**config.mk**
```make
export PLATFORM = sky130hd
export DESIGN_NAME = mmio_bridge_flat
export DESIGN_NICKNAME = d
export VERILOG_FILES = /design/src/rtl/mmio_bridge_pkg.sv /design/src/rtl/mmio_bridge_if.sv /design/src/rtl/mmio_txq.sv /design/src/rtl/mmio_bridge.sv /design/src/flat_wrapper.sv
export SDC_FILE = /design/constraint.sdc
export NUM_CORES = 1
export LEC_CHECK = 0
export BUFFER_PORTS_ARGS = -buffer_cell sky130_fd_sc_hd__buf_2
export CORE_MARGIN = 10
export CORE_UTILIZATION = 40
export DETAILED_ROUTE_END_ITERATION = 6
export GPL_TIMING_DRIVEN = 0
export PLACE_DENSITY = 0.61
export RECOVER_POWER = 25
export SYNTH_ARGS = -nofsm -noshare
export SYNTH_HDL_FRONTEND = slang
export SYNTH_SLANG_ARGS = --single-unit
```
**constraint.sdc**
```tcl
create_clock -name clk_in -period 6.95 [get_ports clk_in]
set_input_delay 0.695 -clock clk_in [delete_from_list [all_inputs] [get_ports clk_in]]
set_output_delay 0.695 -clock clk_in [all_outputs]
set_load 0.005 [all_outputs]
```
**src/rtl/mmio_bridge_pkg.sv**
```systemverilog
// Shared constants and types for the MMIO bridge: IO address map, region decode,
// FSM state encoding and the read-data source selector.
package mmio_bridge_pkg;
   localparam logic [31:0] IO_RX_ADDR  = 32'h0003_0000;
   localparam logic [31:0] IO_CNT_ADDR = 32'h0003_0004;
   localparam logic [1:0]  IO_REGION   = 2'b11;

   typedef enum logic [1:0] {
      ST_RUN      = 2'd0,
      ST_STOPPING = 2'd1,
      ST_HALTED   = 2'd2
   } state_t;

   typedef enum logic [2:0] {
      SRC_ZERO = 3'd0,
      SRC_RAM  = 3'd1,
      SRC_RX   = 3'd2,
      SRC_CNT0 = 3'd3,
      SRC_CNT1 = 3'd4,
      SRC_CNT2 = 3'd5,
      SRC_CNT3 = 3'd6
   } rd_src_t;

   function automatic logic is_io(input logic [31:0] a);
      return a[17:16] == IO_REGION;
   endfunction
endpackage

```
**src/rtl/mmio_bridge_if.sv**
```systemverilog
// CPU, RAM and UART signal bundle of the MMIO bridge; slave is the bridge side.
interface mmio_bridge_if #(
   parameter int RAM_ABITS = 17
);
   logic [31:0]          cpu_a;
   logic [7:0]           cpu_dout;
   logic                 cpu_wr;
   logic [7:0]           cpu_din;
   logic                 cpu_rdy;
   logic [RAM_ABITS-1:0] ram_a;
   logic [7:0]           ram_dout;
   logic                 ram_we;
   logic [7:0]           ram_din;
   logic [7:0]           rx_data;
   logic                 rx_valid;
   logic                 rx_pop;
   logic [7:0]           tx_data;
   logic                 tx_valid;
   logic                 io_buffer_full;
   logic                 halt;

   modport slave (
      input  cpu_a, cpu_dout, cpu_wr, ram_din, rx_data, rx_valid, io_buffer_full,
      output cpu_din, cpu_rdy, ram_a, ram_dout, ram_we, rx_pop, tx_data, tx_valid, halt
   );

   modport master (
      output cpu_a, cpu_dout, cpu_wr, ram_din, rx_data, rx_valid, io_buffer_full,
      input  cpu_din, cpu_rdy, ram_a, ram_dout, ram_we, rx_pop, tx_data, tx_valid, halt
   );
endinterface

```
**src/rtl/mmio_txq.sv**
```systemverilog
// Byte FIFO for the UART transmit path; power-of-two depth, pointers wrap naturally.
module mmio_txq #(
   parameter int DEPTH = 8
) (
   input  logic                     clk_in,
   input  logic                     rst_in,
   input  logic                     en,
   input  logic                     push,
   input  logic                     pop,
   input  logic [7:0]               push_data,
   output logic [7:0]               head,
   output logic [$clog2(DEPTH):0]   count
);
   localparam int AW = $clog2(DEPTH);

   logic [7:0]    mem [DEPTH];
   logic [AW-1:0] hd, tl;

   assign head = mem[hd];

   always_ff @(posedge clk_in) begin
      if (en && push) mem[tl] <= push_data;
   end

   always_ff @(posedge clk_in) begin
      if (!rst_in) begin
         hd    <= '0;
         tl    <= '0;
         count <= '0;
      end else if (en) begin
         if (push) tl <= tl + 1'b1;
         if (pop)  hd <= hd + 1'b1;
         count <= count + (AW+1)'(push) - (AW+1)'(pop);
      end
   end
endmodule

```
**src/rtl/mmio_bridge.sv**
```systemverilog
// CPU-side MMIO bridge: RAM pass-through, UART RX read / TX queue, cycle counter
// snapshot and the RUN -> STOPPING -> HALTED shutdown sequence.
module mmio_bridge
   import mmio_bridge_pkg::*;
#(
   parameter int TXQ_DEPTH = 8,
   parameter int RAM_ABITS = 17
) (
   input  logic         clk_in,
   input  logic         rst_in,
   input  logic         rdy_in,
   mmio_bridge_if.slave bus
);
   localparam int CW = $clog2(TXQ_DEPTH) + 1;

   state_t        state;
   rd_src_t       src;
   logic [7:0]    rx_q, head, push_data;
   logic [31:0]   cyc, snap;
   logic [CW-1:0] count;
   logic          run, io, rd, wr, push, pop, halt_q;

   // Reset gates the strobes so nothing leaks out during the reset cycle.
   assign run         = rdy_in & rst_in;
   assign io          = is_io(bus.cpu_a);
   assign bus.cpu_rdy = run & (count != CW'(TXQ_DEPTH)) & (state != ST_HALTED);
   assign wr          = bus.cpu_rdy & bus.cpu_wr;
   assign rd          = bus.cpu_rdy & ~bus.cpu_wr;

   assign bus.ram_a    = bus.cpu_a[RAM_ABITS-1:0];
   assign bus.ram_dout = bus.cpu_dout;
   assign bus.ram_we   = wr & ~io;
   assign bus.rx_pop   = rd & io & (bus.cpu_a == IO_RX_ADDR) & bus.rx_valid;

   assign pop          = run & (count != '0) & ~bus.io_buffer_full;
   assign bus.tx_valid = pop;
   assign bus.tx_data  = head;
   assign bus.halt     = halt_q;

   // Once stopping, IO writes are ignored; zero data bytes never enter the queue.
   always_comb begin
      push      = 1'b0;
      push_data = bus.cpu_dout;
      if (wr && io && state == ST_RUN) begin
         if (bus.cpu_a == IO_RX_ADDR && bus.cpu_dout != 8'h00) begin
            push = 1'b1;
         end else if (bus.cpu_a == IO_CNT_ADDR) begin
            push      = 1'b1;
            push_data = 8'h00;
         end
      end
   end

   mmio_txq #(.DEPTH(TXQ_DEPTH)) u_txq (
      .clk_in    (clk_in),
      .rst_in    (rst_in),
      .en        (rdy_in),
      .push      (push),
      .pop       (pop),
      .push_data (push_data),
      .head      (head),
      .count     (count)
   );

   always_ff @(posedge clk_in) begin
      if (!rst_in) begin
         cyc  <= '0;
         snap <= '0;
         src  <= SRC_ZERO;
         rx_q <= '0;
      end else if (rdy_in) begin
         cyc <= cyc + 32'd1;
         src <= SRC_ZERO;
         if (rd) begin
            if (!io) begin
               src <= SRC_RAM;
            end else begin
               case (bus.cpu_a)
                  IO_RX_ADDR: if (bus.rx_valid) begin
                     src  <= SRC_RX;
                     rx_q <= bus.rx_data;
                  end
                  IO_CNT_ADDR: begin
                     src  <= SRC_CNT0;
                     snap <= cyc;
                  end
                  IO_CNT_ADDR + 32'd1: src <= SRC_CNT1;
                  IO_CNT_ADDR + 32'd2: src <= SRC_CNT2;
                  IO_CNT_ADDR + 32'd3: src <= SRC_CNT3;
                  default: src <= SRC_ZERO;
               endcase
            end
         end
      end
   end

   always_comb begin
      bus.cpu_din = 8'h00;
      case (src)
         SRC_RAM:  bus.cpu_din = bus.ram_din;
         SRC_RX:   bus.cpu_din = rx_q;
         SRC_CNT0: bus.cpu_din = snap[7:0];
         SRC_CNT1: bus.cpu_din = snap[15:8];
         SRC_CNT2: bus.cpu_din = snap[23:16];
         SRC_CNT3: bus.cpu_din = snap[31:24];
         default:  bus.cpu_din = 8'h00;
      endcase
   end

   // The only zero byte ever queued is the terminator, so a zero at the head marks it.
   always_ff @(posedge clk_in) begin
      if (!rst_in) begin
         state  <= ST_RUN;
         halt_q <= 1'b0;
      end else if (rdy_in) begin
         case (state)
            ST_RUN: if (push && bus.cpu_a == IO_CNT_ADDR) state <= ST_STOPPING;
            ST_STOPPING: if (pop && head == 8'h00) begin
               state  <= ST_HALTED;
               halt_q <= 1'b1;
            end
            default: ;
         endcase
      end
   end
endmodule

```
**src/flat_wrapper.sv**
```systemverilog
// flat-port wrapper written by rule: the top's interface ports become plain ports
module mmio_bridge_flat import mmio_bridge_pkg::*;
#(
   parameter int TXQ_DEPTH = 8,
   parameter int RAM_ABITS = 17
)
  (clk_in, rst_in, rdy_in, bus_cpu_a, bus_cpu_dout, bus_cpu_wr, bus_ram_din, bus_rx_data, bus_rx_valid, bus_io_buffer_full, bus_cpu_din, bus_cpu_rdy, bus_ram_a, bus_ram_dout, bus_ram_we, bus_rx_pop, bus_tx_data, bus_tx_valid, bus_halt);
  mmio_bridge_if #(.RAM_ABITS(RAM_ABITS)) bus_i ();
  input  logic clk_in;
  input  logic rst_in;
  input  logic rdy_in;
  input wire logic [$bits(bus_i.cpu_a)-1:0] bus_cpu_a;
  input wire logic [$bits(bus_i.cpu_dout)-1:0] bus_cpu_dout;
  input wire logic [$bits(bus_i.cpu_wr)-1:0] bus_cpu_wr;
  input wire logic [$bits(bus_i.ram_din)-1:0] bus_ram_din;
  input wire logic [$bits(bus_i.rx_data)-1:0] bus_rx_data;
  input wire logic [$bits(bus_i.rx_valid)-1:0] bus_rx_valid;
  input wire logic [$bits(bus_i.io_buffer_full)-1:0] bus_io_buffer_full;
  output wire logic [$bits(bus_i.cpu_din)-1:0] bus_cpu_din;
  output wire logic [$bits(bus_i.cpu_rdy)-1:0] bus_cpu_rdy;
  output wire logic [$bits(bus_i.ram_a)-1:0] bus_ram_a;
  output wire logic [$bits(bus_i.ram_dout)-1:0] bus_ram_dout;
  output wire logic [$bits(bus_i.ram_we)-1:0] bus_ram_we;
  output wire logic [$bits(bus_i.rx_pop)-1:0] bus_rx_pop;
  output wire logic [$bits(bus_i.tx_data)-1:0] bus_tx_data;
  output wire logic [$bits(bus_i.tx_valid)-1:0] bus_tx_valid;
  output wire logic [$bits(bus_i.halt)-1:0] bus_halt;
  assign bus_i.cpu_a = bus_cpu_a;
  assign bus_i.cpu_dout = bus_cpu_dout;
  assign bus_i.cpu_wr = bus_cpu_wr;
  assign bus_i.ram_din = bus_ram_din;
  assign bus_i.rx_data = bus_rx_data;
  assign bus_i.rx_valid = bus_rx_valid;
  assign bus_i.io_buffer_full = bus_io_buffer_full;
  assign bus_cpu_din = bus_i.cpu_din;
  assign bus_cpu_rdy = bus_i.cpu_rdy;
  assign bus_ram_a = bus_i.ram_a;
  assign bus_ram_dout = bus_i.ram_dout;
  assign bus_ram_we = bus_i.ram_we;
  assign bus_rx_pop = bus_i.rx_pop;
  assign bus_tx_data = bus_i.tx_data;
  assign bus_tx_valid = bus_i.tx_valid;
  assign bus_halt = bus_i.halt;
  mmio_bridge #(.TXQ_DEPTH(TXQ_DEPTH), .RAM_ABITS(RAM_ABITS)) u_core (.clk_in(clk_in), .rst_in(rst_in), .rdy_in(rdy_in), .bus(bus_i));
endmodule
```
* After elaboration in Yosys (flattened, before gate mapping)
Memory sizes are Yosys's and may differ from the RTL's. A register that Yosys moved wholly into a read port is not among the register bits.
Cells that the tools add are included.
** Storage, ports and cells
- Input bits :: 62
- RAM bits :: 64
- Latch bits :: 0
- ROM bits :: 0
- Word-level logic and storage cells :: 81
- Output and inout bits :: 46
- Memories kept :: 1
- Register bits :: 88
** Operators by class
- Eq/ne operators :: 17
- Shift-type cells :: 0
- $add $sub $neg :: 5
- Multiply operators :: 0
- Reduce and logical (&&, ||, !) cells :: 17
- Bitwise logic cells :: 14
- Mux-type cells :: 18
- Magnitude comparators :: 0
- Divide/modulo/power cells :: 0
** Memory list
- u_core.u_txq.mem :: depth 8, bits a word 8, rd ports 1, clocked after Yosys merged registers in 1, write ports 1, RTL line mmio_txq.sv:16 : logic [7:0] mem [DEPTH];
** Operators by type and width (number)
- $eq A32 B18 Y1 const B :: 5
- $pmux W8 S6 :: 1
- $add A32 B1 Y32 const B :: 1
- $mux W8 :: 3
- $pmux W3 S5 :: 1
- $mux W3 :: 4
- $and A1 B1 Y1 :: 11
- $eq A3 B3 Y1 const B :: 3
- $logic_not A8 Y1 :: 1
- $reduce_and A4 Y1 :: 2
- $reduce_bool A8 Y1 :: 1
- $add A3 B1 Y3 const B :: 2
- $eq A3 B2 Y1 const B :: 2
- $logic_and A1 B1 Y1 :: 6
- $mux W2 :: 3
- $mux W1 :: 5
- $reduce_and A5 Y1 :: 1
- $add A4 B1 Y4 :: 1
- $ne A2 B2 Y1 const B :: 2
- $ne A4 B4 Y1 const B :: 1
- $pmux W2 S2 :: 1
- $reduce_and A2 Y1 :: 2
- $reduce_bool A4 Y1 :: 1
- $sub A4 B1 Y4 :: 1
- other kinds (8) :: 10

* Logic depth before layout (Yosys ltp)
- Word-level depth :: 10
- Depth in mapped cells :: 15
- Gate-level depth less buffers :: 15

* Cells and area by module
Synthesis repeated with hierarchy kept, for this count alone.
** Unflattened totals
- Cells, all modules :: 675
- Area, all modules :: 7334.5 µm²
** Modules (own cells, without submodules)
- mmio_bridge :: instances 1, cells each 505, area an instance 4191.5 µm², seq. area each 1561.5 µm²
- mmio_txq :: instances 1, cells each 170, area an instance 3143.0 µm², seq. area each 2182.1 µm²

* Worst setup path before layout
Ideal clock, no wire load.
- Path type :: input to register
- Start :: input port bus_cpu_a[5]
- End :: register u_core.u_txq.count[2]
- Path buffers :: 0
- Cell stages on the path :: 12
- Slack :: 3.601 ns
- Arrival time :: 3.233 ns
- Data required time :: 6.834 ns
- Path through :: or4_4 nor4_1 and2_1 and3_1 inv_2 ha_1 inv_1 ha_1 fa_1 xnor2_1 nand2_1 o211a_1
** Between the ends
- Cells in the longest elaborated chain, start to end :: 6
** RTL lines
- start, declared :: RTL line flat_wrapper.sv:12 : input wire logic [$bits(bus_i.cpu_a)-1:0] bus_cpu_a;
- $eq A32 B18 Y1, on equally long branches :: RTL line mmio_bridge.sv:47, mmio_bridge.sv:45
- $mux W1 or $logic_and A1 B1 Y1 (tied branches) :: RTL line mmio_bridge.sv:47, mmio_bridge.sv:45
- $mux W1 (*) :: RTL line mmio_bridge.sv:45 : if (bus.cpu_a == IO_RX_ADDR && bus.cpu_dout != 8'h00) begin
- $mux W1 (*) :: RTL line mmio_bridge.sv:44 : if (wr && io && state == ST_RUN) begin
- $add A4 B1 Y4 (*) :: RTL line mmio_txq.sv:33 : count <= count + (AW+1)'(push) - (AW+1)'(pop);
- $sub A4 B1 Y4 (*) :: RTL line mmio_txq.sv:33
- end signal, assigned :: RTL line mmio_txq.sv:33
- end, declared :: RTL line mmio_txq.sv:12 : output logic [$clog2(DEPTH):0] count
Mark *: on every way between the ends. The rest lies on a longest branch, timed or not.
A chain may end at the register's enable or synchronous reset.

* Final worst setup path
- Start :: input port bus_cpu_a[13]
- End :: register u_core.u_txq.count[2]
The elaborated chain is that of the path after synthesis.

==> parameters.txt <==
Parameter                              Value

Worst setup path
  Crit path max-delay cell type ... nor4_1
  Reg2reg end ... u_core.u_txq.count[2]
  Crit Reg-Reg Startpoint ... u_core.u_txq.count[2]
  Critical path startpoint category ... input port
  Depth of the most critical reg-to-reg path ... 14
  Crit-path most repeated cell ... ha_1
  Minimum setup slack among reg-to-reg paths ... 3420 ps
  Arrival time at the worst endpoint ... 4460 ps
  Highest cell delay on the worst timing path ... 900 ps
  Worst path cell trace ... buf_2 -> nor4_2 -> nand4_1 -> nor4_1 -> and3_1 -> inv_2 -> ha_1 -> inv_1 -> ha_1 -> fa_1 -> xnor2_1 -> nand2_1 -> o211a_1
  Critical path origin ... bus_cpu_a[13]
  Nature of the critical path endpoint ... register
  Required time at the endpoint of the critical path ... 7270 ps
  CP Max Fanout ... 9
  Category of the most critical setup path ... input port to register

Synth
  Portion of the post-synthesis area used by sequential elements ... 50.55%
  Net Count, Synth ... 751
  Synth unique cells ... 61
  Post-synthesis area per instance ... 10.91 um2
  Post-synth design cell area ... 0.007406 mm2
  Cell taking the most area after synthesis ... edfxtp_1
  Predominant post-synthesis flop cell ... dfxtp_1
  #FFs+latches synth ... 155
  Most area-consuming cells after synthesis ... edfxtp_1 (26%), dfxtp_1 (25%), and2_1 (3.8%)
  Async SR Flop Fraction ... 0%
  Fraction of post-synthesis cell area in the top cell type by area ... 25.95%
  Post-Syn Instances ... 679
  Number of synthesized flops with an enable pin ... 64
  Yosys synthesis warning count ... 0

Timing
  Worst setup skew after layout ... 9.016 ps
  Pins over their slew limit ... 0
  RSZ-0062 raised after global routing ... false
  Slew HR ... 32.29%
  Minimum period implied by the final worst setup slack ... 4134 ps
  Post-Route Hold Slack ... 455.7 ps
  Maximum frequency from static timing analysis ... 241.9 MHz
  Final Hold Violating Endpoints ... 0
  Aggregate negative setup slack ... 0 ps
  Fin worst setup slack ... 2816 ps
  Final cycle utilization of the critical path ... 59.49%
  Actual transition at the worst max-transition pin ... 1010 ps
  Final setup violating endpoints ... 0

Routing
  DRC violation count after routing ... 0
  Sum of routed wire length over all layers ... 20340 um
  DRT antenna net count ... 0
  Routed length per instance ... 19.39 um
  1st-iter DRT viols ... 462
  Via count of the routed design ... 5754
  Iteration count of the initial detailed-routing pass ... 5
  Average via count per standard cell ... 5.485

Global route
  Aggregate global routing overflow ... 0
  Via count of the first global-routing pass ... 5908
  First-pass GRT wire length ... 32430 um
  Maximum number of pins on one net before global-route repair ... 17
  Global router's overall resource usage ... 17.09%
  Antenna violations before repair ... 0

Clock network
  Maximum buffer depth of the clock tree ... 2
  Postcts setup bufs ... 0
  Clock insertion delay at the later pin of the skew report ... 430 ps
  Number of buffers created by CTS ... 17
  CTS HTree Levels ... 4
  CTS tree ... yes
  Hold Buf Count CTS ... 0
  Post-CTS sizing ... 0
  Library cell used as clock root buffer ... clkbuf_16
  Register clock-pin slew on the reported worst setup and hold paths ... 60 ps
  Number of clock sinks seen by CTS ... 155

Final layout
  Total inserted antenna cells ... 0
  Proportion of layout cells with a drive suffix above 1 ... 23.29%
  Post-route cell area ... 0.008797 mm2
  Leading cell type in the layout, fill and taps excluded ... dfxtp_1
  Area used by multi-input combinational logic ... 0.003226 mm2
  FF+latch area ... 0.003744 mm2
  Number of inserted filler cells in the final layout ... 1709
  Leading cell types in the layout, fill and taps excluded ... dfxtp_1 (91), buf_2 (82), edfxtp_1 (64)
  Number of nets in the layout ... 880
  Area Overhead vs Synth ... 18.79%

Hold path
  Number of stages on the worst hold path ... 2
  Min-Delay Endpoint ... u_core.bus.halt
  Classification of the worst-slack hold path ... register to register
  Hold path startpoint ... u_core.bus.halt

Placement
  Post-placement worst setup slack ... 2762 ps
  GPL Wtd Cong ... 0.8666
  Dpl cell area ... 0.008278 mm2
  Half-perimeter wire length of the detailed placement result ... 15470 um
  Count of input and output buffers ... 106

Floorplan
  Die footprint ... 0.02436 mm2
  Cell row count ... 49
  Boundary Pins ... 108
  Die Height ... 156.1 um
  Std-Cell Core Area ... 0.01809 mm2
  Effective utilization at floorplan ... 40.95%
  Chip Width ... 156.1 um

Power and ir drop
  Design Power ... 1.971 mW
  Worst VDD drop ... 215.9 uV
  Cell Pwr Density ... 224.1 mW/mm2
  Leakage power total ... 3.113 nW

Run
  Maximum Capacitance Violations ... 0

Status
  Result of the run ... completed
==> worst max-delay path by stage <==
stage	cells past startpoint	to	slack, ps
after floorplan	12	u_core.u_txq.count[2]	3600
after global routing	14	u_core.u_txq.count[3]	2470
after detailed placement	13	u_core.u_txq.count[2]	2760
after CTS	13	u_core.u_txq.count[2]	3180
final	13	u_core.u_txq.count[2]	2820
after global placement	7	u_core.u_txq.mem[3][3]	2140
==> logic make-up (layout without fill, tap and decap cells) <==
| group | after synthesis | count (layout) | synth area share [%] |
|---|---|---|---|
| adders and majority gates | 10 | 10 | 1.791 |
| buffers and inverters | 79 | 220 | 5.980 |
| DFF | 155 | 155 | 50.55 |
| xor gates and xnor gates | 33 | 33 | 3.903 |
| AOI/OAI and AO/OA | 130 | 130 | 11.79 |
| muxes | 44 | 44 | 8.008 |
| and+or+nand+nor | 228 | 228 | 17.98 |
==> cells in the mapped netlist (11+ instances only) <==
cell	n
xnor2_1	28
mux4_2	11
nor2_1	20
edfxtp_1	64
o21ai_0	43
mux2_2	12
nand2_1	23
inv_1	16
and2_1	45
a21boi_0	13
buf_4	27
nand4_1	20
clkbuf_1	22
nand3_1	56
mux2i_1	21
dfxtp_1	91
a21boi_1	31
==> layer usage <==
metal,global-route usage [%],vias to the layer above,routed length [um],share of wire [%]
li1,-,2740,-,-
met1,21.91,2822,9139,45
met2,27.24,162,9728,48
met3,3.943,30,1020,5.0
met4,6.969,0,453,2.2
met5,0,-,0,0
==> flip-flops by register name, summed over array words and instances, names as in the netlist, 3 cells and up, named ones only <==
signal / count
u_core.snap: 32
u_core.u_txq.count: 4
u_core.u_txq.hd: 3
u_core.u_txq.tl: 3
u_core.src: 3
u_core.u_txq.mem: 64
u_core.rx_q: 8
u_core.cyc: 32
==> through the flow <==
stage / std cells / util, %
after floorplan: 679 / -
after global placement: 1014 / 45.47
after detailed placement: 1018 / 45.77
after CTS: 1049 / 48.93
after global routing: 1049 / 48.64
final: 1049 / 48.64
==> critical path: cells and delay by family <==
family / cells / cell delay [ps]
AND/OR/NAND/NOR: 5 / 2350
adder cells (fa/ha/maj): 3 / 860
buffers and inverters: 3 / 260
XOR/XNOR: 1 / 150
AO/OA/AOI/OAI: 1 / 140
==> cell type report <==
type,instances,area share (%)
Buffer,62,4.309
Clock buffer,17,4.836
Clock inverter,14,1.664
Inverter,17,0.7254
Multi-Input combinational cell,445,36.67
Sequential cell,155,42.55
Tap cell,229,3.257
Timing Repair Buffer,110,5.988
==> power breakdown <==
part           leakage [nW]  switching (mW)  internal (mW)
sequential             1.31         0.00435          0.950
clock                 0.270           0.378          0.527
combinational          1.54          0.0568         0.0552
total                  3.11           0.440           1.53
Note: power is estimated with default switching activity, not from simulation.
